--- src/rtl/tt_sel_seq_pkg.sv ---
// -----------------------------------------------------------------------------
// tt_sel_seq_pkg
// Shared defaults and helpers for the tt_ctrl design-select sequencer.
//  - TT_SEL_* : default cycle counts for the select protocol phases
//  - max4 / tmr_width : size the single phase timer from the phase lengths
// -----------------------------------------------------------------------------
package tt_sel_seq_pkg;

  localparam int TT_SEL_RST_CYC = 4;
  localparam int TT_SEL_INC_HI  = 2;
  localparam int TT_SEL_INC_LO  = 2;
  localparam int TT_SEL_SETTLE  = 4;

  function automatic int max4(input int a, input int b, input int c, input int d);
    int m;
    m = a;
    if (b > m) m = b;
    if (c > m) m = c;
    if (d > m) m = d;
    return m;
  endfunction

  // Width of a down-counter able to hold the longest phase length.
  function automatic int tmr_width(input int rst_cyc, input int inc_hi,
                                   input int inc_lo, input int settle);
    int w;
    w = $clog2(max4(rst_cyc, inc_hi, inc_lo, settle) + 1);
    if (w < 1) w = 1;
    return w;
  endfunction

endpackage

--- src/rtl/tt_sel_seq_timer.sv ---
// -----------------------------------------------------------------------------
// tt_sel_seq_timer
// Phase down-counter for the select sequencer.
// Ports:
//  clk, rst_n : clock, asynchronous active-low reset
//  load       : reload the counter with value (on phase entry)
//  value      : reload value (phase length - 1)
//  done       : counter has reached zero (last cycle of the phase)
// -----------------------------------------------------------------------------
module tt_sel_seq_timer #(
  parameter int W = 3
) (
  input  logic         clk,
  input  logic         rst_n,
  input  logic         load,
  input  logic [W-1:0] value,
  output logic         done
);

  logic [W-1:0] cnt;

  always_ff @(posedge clk or negedge rst_n) begin
    if (!rst_n) begin
      cnt <= '0;
    end else if (load) begin
      cnt <= value;
    end else if (cnt != '0) begin
      cnt <= cnt - W'(1);
    end
  end

  assign done = (cnt == '0);

endmodule

--- src/rtl/tt_sel_seq.sv ---
// -----------------------------------------------------------------------------
// tt_sel_seq
// Sequencer for the tt_ctrl pad-level design-select protocol. A request
// names a target design address; the sequencer drops ena, walks the select
// counter (forward only if the target is ahead, otherwise reset then count
// from zero), waits for things to settle and re-enables.
// Ports:
//  clk, rst_n           : clock, asynchronous active-low reset
//  req_valid/req_ready  : request handshake (ready only in IDLE/ACTIVE)
//  req_addr             : target design address
//  req_off              : deselect only (counter reset, ena left low)
//  sel_rst_n, sel_inc   : to ctrl_sel_rst_n / ctrl_sel_inc
//  ena                  : to ctrl_ena
//  busy                 : a sequence is in progress
//  cur_addr, cur_valid  : address the tt_ctrl counter holds, and whether known
// -----------------------------------------------------------------------------
module tt_sel_seq
  import tt_sel_seq_pkg::*;
#(
  parameter int ADDR_W  = 10,
  parameter int RST_CYC = TT_SEL_RST_CYC,
  parameter int INC_HI  = TT_SEL_INC_HI,
  parameter int INC_LO  = TT_SEL_INC_LO,
  parameter int SETTLE  = TT_SEL_SETTLE
) (
  input  logic              clk,
  input  logic              rst_n,
  input  logic              req_valid,
  output logic              req_ready,
  input  logic [ADDR_W-1:0] req_addr,
  input  logic              req_off,
  output logic              sel_rst_n,
  output logic              sel_inc,
  output logic              ena,
  output logic              busy,
  output logic [ADDR_W-1:0] cur_addr,
  output logic              cur_valid
);

  localparam logic [2:0] S_IDLE   = 3'd0;
  localparam logic [2:0] S_DIS    = 3'd1;
  localparam logic [2:0] S_RST    = 3'd2;
  localparam logic [2:0] S_INC_HI = 3'd3;
  localparam logic [2:0] S_INC_LO = 3'd4;
  localparam logic [2:0] S_SETTLE = 3'd5;
  localparam logic [2:0] S_ACTIVE = 3'd6;

  localparam int TMR_W = tmr_width(RST_CYC, INC_HI, INC_LO, SETTLE);

  // Timer is loaded with length-1 so each phase lasts exactly its length.
  localparam logic [TMR_W-1:0] LD_RST    = TMR_W'(RST_CYC - 1);
  localparam logic [TMR_W-1:0] LD_INC_HI = TMR_W'(INC_HI - 1);
  localparam logic [TMR_W-1:0] LD_INC_LO = TMR_W'(INC_LO - 1);
  localparam logic [TMR_W-1:0] LD_SETTLE = TMR_W'(SETTLE - 1);

  logic [2:0]        state;
  logic [2:0]        nxt;
  logic [ADDR_W-1:0] addr_q;
  logic              off_q;
  logic [ADDR_W-1:0] delta;
  logic              accept;
  logic              tmr_load;
  logic [TMR_W-1:0]  tmr_value;
  logic              tmr_done;

  assign req_ready = (state == S_IDLE) || (state == S_ACTIVE);
  assign busy      = !req_ready;
  assign accept    = req_valid && req_ready;

  always_comb begin
    nxt = state;
    case (state)
      S_IDLE, S_ACTIVE: begin
        if (accept) nxt = S_DIS;
      end
      S_DIS: begin
        if (tmr_done) begin
          if (off_q)                                nxt = S_RST;
          else if (cur_valid && addr_q > cur_addr)  nxt = S_INC_HI;
          else if (cur_valid && addr_q == cur_addr) nxt = S_SETTLE;
          else                                      nxt = S_RST;
        end
      end
      S_RST: begin
        if (tmr_done) begin
          if (off_q)               nxt = S_IDLE;
          else if (addr_q == '0)   nxt = S_SETTLE;
          else                     nxt = S_INC_HI;
        end
      end
      S_INC_HI: begin
        if (tmr_done) nxt = S_INC_LO;
      end
      S_INC_LO: begin
        // delta was already decremented on INC_HI exit
        if (tmr_done) nxt = (delta == '0) ? S_SETTLE : S_INC_HI;
      end
      S_SETTLE: begin
        if (tmr_done) nxt = S_ACTIVE;
      end
      default: nxt = S_IDLE;
    endcase
  end

  // Every transition changes state, so a state change is a phase entry.
  always_comb begin
    tmr_load  = (nxt != state);
    tmr_value = '0;
    case (nxt)
      S_DIS, S_SETTLE: tmr_value = LD_SETTLE;
      S_RST:           tmr_value = LD_RST;
      S_INC_HI:        tmr_value = LD_INC_HI;
      S_INC_LO:        tmr_value = LD_INC_LO;
      default:         tmr_value = '0;
    endcase
  end

  tt_sel_seq_timer #(
    .W (TMR_W)
  ) u_timer (
    .clk   (clk),
    .rst_n (rst_n),
    .load  (tmr_load),
    .value (tmr_value),
    .done  (tmr_done)
  );

  always_ff @(posedge clk or negedge rst_n) begin
    if (!rst_n) begin
      state     <= S_IDLE;
      sel_rst_n <= 1'b0;
      sel_inc   <= 1'b0;
      ena       <= 1'b0;
      cur_addr  <= '0;
      cur_valid <= 1'b0;
    end else begin
      state <= nxt;
      case (state)
        S_IDLE, S_ACTIVE: begin
          if (accept) ena <= 1'b0;
        end
        S_DIS: begin
          if (nxt == S_RST) begin
            sel_rst_n <= 1'b0;
            cur_valid <= 1'b0;
          end else if (nxt == S_INC_HI) begin
            sel_inc <= 1'b1;
          end
        end
        S_RST: begin
          // Deselect-only leaves sel_rst_n low and cur_valid clear.
          if (tmr_done && !off_q) begin
            sel_rst_n <= 1'b1;
            cur_addr  <= '0;
            cur_valid <= 1'b1;
            sel_inc   <= (nxt == S_INC_HI);
          end
        end
        S_INC_HI: begin
          if (tmr_done) begin
            sel_inc  <= 1'b0;
            cur_addr <= cur_addr + ADDR_W'(1);
          end
        end
        S_INC_LO: begin
          if (nxt == S_INC_HI) sel_inc <= 1'b1;
        end
        S_SETTLE: begin
          if (tmr_done) ena <= 1'b1;
        end
        default: ;
      endcase
    end
  end

  // Request capture and remaining-increment count; only read after an accept.
  always_ff @(posedge clk) begin
    if (accept) begin
      addr_q <= req_addr;
      off_q  <= req_off;
    end
    case (state)
      S_DIS:    if (nxt == S_INC_HI) delta <= addr_q - cur_addr;
      S_RST:    if (nxt == S_INC_HI) delta <= addr_q;
      S_INC_HI: if (tmr_done)        delta <= delta - ADDR_W'(1);
      default: ;
    endcase
  end

endmodule

--- config.mk ---
export PLATFORM = sky130hd
export DESIGN_NAME = tt_sel_seq
export DESIGN_NICKNAME = d
export VERILOG_FILES = /design/src/rtl/tt_sel_seq_pkg.sv /design/src/rtl/tt_sel_seq_timer.sv /design/src/rtl/tt_sel_seq.sv
export SDC_FILE = /design/constraint.sdc
export NUM_CORES = 1
export LEC_CHECK = 0
export CORE_UTILIZATION = 57
export CTS_CLUSTER_DIAMETER = 120
export DETAILED_ROUTE_END_ITERATION = 10
export PLACE_DENSITY = 0.86
export REMOVE_ABC_BUFFERS = 1
export SETUP_SLACK_MARGIN = 0.15
export SLEW_MARGIN = 20
export SYNTH_ARGS = -nofsm -noshare
export SYNTH_HDL_FRONTEND = slang
export SYNTH_SLANG_ARGS = --single-unit
export TNS_END_PERCENT = 50
--- constraint.sdc ---
create_clock -name clk -period 3.6 [get_ports clk]
set_clock_uncertainty 0.2 [all_clocks]
set_input_delay 0.72 -clock clk [delete_from_list [all_inputs] [get_ports clk]]
set_output_delay 0.72 -clock clk [all_outputs]
set_load 0.05 [all_outputs]
==> metrics.md <==
| Metric | Value |
|---|---|
| Grt ovf | `0` |
| Height of the die | `roughly 71 µm` |
| Avg Cell Area, Syn | `9.670 µm²` |
| Synth Area in Compound Gates | `19.41%` |
| Required @ worst endpoint | `3.44 ns` |
| Vias in the first global route | `roughly 2300` |
| Simple-gate share of the synthesized area | `19.69%` |
| Most common cell after layout, fill and taps aside | `clkdlybuf4s50_1` |
| Critical Path Start Type | `flop` |
| HPWL Detailed | `4875 µm` |
| Mapped Cells | `280` |
| Ports | `30` |
| Post-CTS setup buffers | `0` |
| Yosys warnings | `0` |
| Num CTS Buffers | `5` |
| Post-synth ARST share | `a little under half` |
| Initial core utilization | `between 60% and 70%` |
| WS Path Type | `flop to flop` |
| DP Worst Slack | `approximately 0.044 ns` |
| WL/cell | `17.64 µm` |
| Xor/xnor share of the synthesized area | `5.499%` |
| CTS tree | `built` |
| Sequential area share after synthesis | `40.85%` |
| Max cap viols | `0` |
| Placer congestion estimate | `roughly 0.96` |
| Distinct cell type count after synthesis | `57` |
| Hold Vio Cnt, Final | `0` |
| Clock root buffer | `clkbuf_8` |
| Largest family of logic cells by synthesized area | `simple AND/OR/NAND/NOR gates` |
| Worst hold path type | `flop to flop` |
| Detailed-route DRC error count | `0` |
| Rows | `24` |
| Drt first pass iters | `5` |
| CP Buf/Inv Count | `1` |
| Mapped cell area | `roughly 2700 µm²` |
| Final ANT Viol Nets | `0` |
| Final Max Tran Viols | `0` |
| Synth Register Bits | `40` |
| Maximum VDD drop | `552.4 µV` |
| RSZ-0062 raised after global routing | `true` |
| First-pass GRT wire length | `10520 µm` |
| Setup_tns | `0 ns` |
| PwrDens | `824.9 nW/µm²` |
| Ranking of synthesized cells by area | `edfxtp_1, dfrtp_1, ha_1, o21ai_0, xnor2_1` |
| Via Count | `between 2000 and 2500` |
| Nets | `344` |
| Least-Margin Pin Slew | `0.8305 ns` |
| DRT iter0 DRCs | `174` |
| Setup violators final | `0` |
| PnR worst setup slack | `0.3885 ns` |
| Synth Flop Type | `edfxtp_1` |
| Share of cells above drive strength 1 | `between 10% and 20%` |
| Layout Area Growth over Synthesis | `16.36%` |
| Cell class contributing the biggest share of worst-path delay | `compound AO/OA/AOI/OAI gates` |
| Cell area after layout | `about 3200 µm²` |
| Routed Wire Length | `~6500 µm` |
| Routed vias/inst | `about 6.3` |
| Core area | `approximately 4500 µm²` |
| Clk sinks | `40` |
| Critical Path Sink Type | `flop` |
| Die W | `70.92 µm` |
| Worst rel slew slack | `roughly 44%` |
| Period utilisation layout | `just under 90%` |
| Maximum fanout along the worst path | `10` |
| Clock slew seen by the registers of the worst setup and hold paths | `0.07 ns` |
| Leak | `~1.2 nW` |
| Die Area | `5030 µm²` |
| Initial antenna violation count | `0` |
| CP max stage delay | `roughly 0.5 ns` |
| # diodes | `0` |
| Worst skew pair latency | `roughly 0.30 ns` |
| Fmax | `311.4 MHz` |
| Post-synthesis mux area share | `between 1.5 and 2%` |
| Crit-path cells | `ha_1 -> inv_1 -> fa_1 -> a211oi_1 -> o21bai_1 -> a21oi_1 -> o211ai_1 -> nor3b_1 -> a32oi_1 -> nor2_4` |
| Cell area after placement | `a little over 3000 µm²` |
| Max Root-Sink Buffers | `2` |
| Worst path slowest cell | `dfrtp_1` |
| CP Data Arrival Time | `about 3.1 ns` |
| Top cell type's share of synthesized area | `between 20% and 30%` |
| H-Tree Level Count | `2` |
| Largest net degree at the start of global routing | `20` |
| Most frequent cells in the layout | `clkdlybuf4s50_1, o21ai_0, edfxtp_1` |
| Status | `finished, final reports clean` |
| Fillers | `338` |
| Largest area contributor in the netlist | `edfxtp_1` |
| IO Port Bufs | `29` |
| Final min period | `around 3.2 ns` |
| Number of synthesized flops with an enable pin | `21` |
| Final Core Density | `just over 70%` |
| Global-route usage over all layers | `~28%` |
| Adder-cell share of the synthesized area | `roughly 7.2%` |
==> worst paths after layout <==
path / from / endpoint / slack [ns] / depth (start not counted)
worst max register to register: cur_addr[0]$_DFFE_PN0P_ / delta[0]$_DFFE_PP_ / 0.39 / 10
worst max-delay path: cur_addr[0]$_DFFE_PN0P_ / delta[0]$_DFFE_PP_ / 0.39 / 10
min in group asynchronous: rst_n / u_timer.cnt[1]$_DFFE_PN0P_ / 0.70 / 1
worst min register to register: ena$_DFFE_PN0P_ / ena$_DFFE_PN0P_ / 0.37 / 2
max in group asynchronous: rst_n / state[0]$_DFF_PN0_ / 1.99 / 1
worst min-delay path: ena$_DFFE_PN0P_ / ena$_DFFE_PN0P_ / 0.37 / 2
==> cell type report <==
type	count	area (µm²)	area share, %
flip-flops and latches	40	1106	35.11
clock buffers	7	76.32	2.423
clock inverters	1	3.754	0.1191
multi-input cells	208	1451	46.07
well taps	52	65.06	2.065
inverters	20	75.07	2.383
repair buffers	40	372.9	11.83
==> through the flow <==
step                      instances  hold WS [ns]  total power, mW
after floorplan                 268        0.2244            1.805
after global placement          360        0.3301            2.228
after detailed placement        360        0.3477            2.280
after CTS                       368        0.3707            2.570
after global routing            368        0.3843            2.761
final                           368        0.3675            2.599
==> what timing repair did <==
action / in CTS / in global routing
gates resized for setup: 1 / 1
setup endpoints to repair: 10 / 11
cloned: 0 / 0
pin swaps: 0 / 0
hold buffers: 0 / 0
==> flip-flops by register name, indices dropped and copies added (netlist names) <==
register,flops
cur_addr,10
state,3
u_timer.cnt,3
sel_inc,1
delta,10
cur_valid,1
ena,1
addr_q,10
off_q,1
==> logic make-up (layout without fill, tap and decap cells) <==
group	count (synthesis)	in the layout
AOI/OAI and AO/OA	78	78
DFF	40	40
buffers and inverters	32	68
muxes	4	4
adders and majority gates	15	15
and+or+nand+nor	94	94
xor gates and xnor gates	17	17
==> worst register-to-register path, delay by kind of cell, from the launching register on <==
kind	cells	cell delay [ns]
compound gates	5	1.20
fa+ha+maj	2	0.67
flops	1	0.49
simple gates	2	0.32
buf+inv	1	0.06
==> cell usage after synthesis (all sizes together), types with 2 or more instances <==
cell / instances
a211oi: 8
a21oi: 13
a31o: 2
buf: 6
clkbuf: 6
dfrtp: 19
edfxtp: 21
ha: 14
inv: 20
mux2i: 3
nand2: 16
nand2b: 4
nand3: 6
nand4: 5
nor2: 19
nor2b: 4
nor3: 11
nor3b: 2
nor4: 6
o211a: 2
o211ai: 6
o21a: 3
o21ai: 26
o21bai: 4
o31ai: 5
or2: 2
or3: 8
or3b: 2
or4: 4
xnor2: 14
xor2: 3
==> routing by layer <==
layer | track usage, % | vias to the layer above | part of all wire, % | wire length (µm)
met2 | 43.16 | 101 | 47 | 3047
met4 | 17.56 | 0 | 3.8 | 248
li1 | - | 1101 | - | -
met3 | 6.125 | 25 | 7.2 | 470
met1 | 35.20 | 1095 | 42 | 2724
met5 | 0 | - | 0 | 0
==> power breakdown <==
part | switching, mW | internal [mW] | total, mW
logic | 0.887 | 0.590 | 1.48
clock network | 0.153 | 0.135 | 0.288
registers | 0.160 | 0.674 | 0.834
total | 1.20 | 1.40 | 2.60
Power figures use the tool's default switching activity.
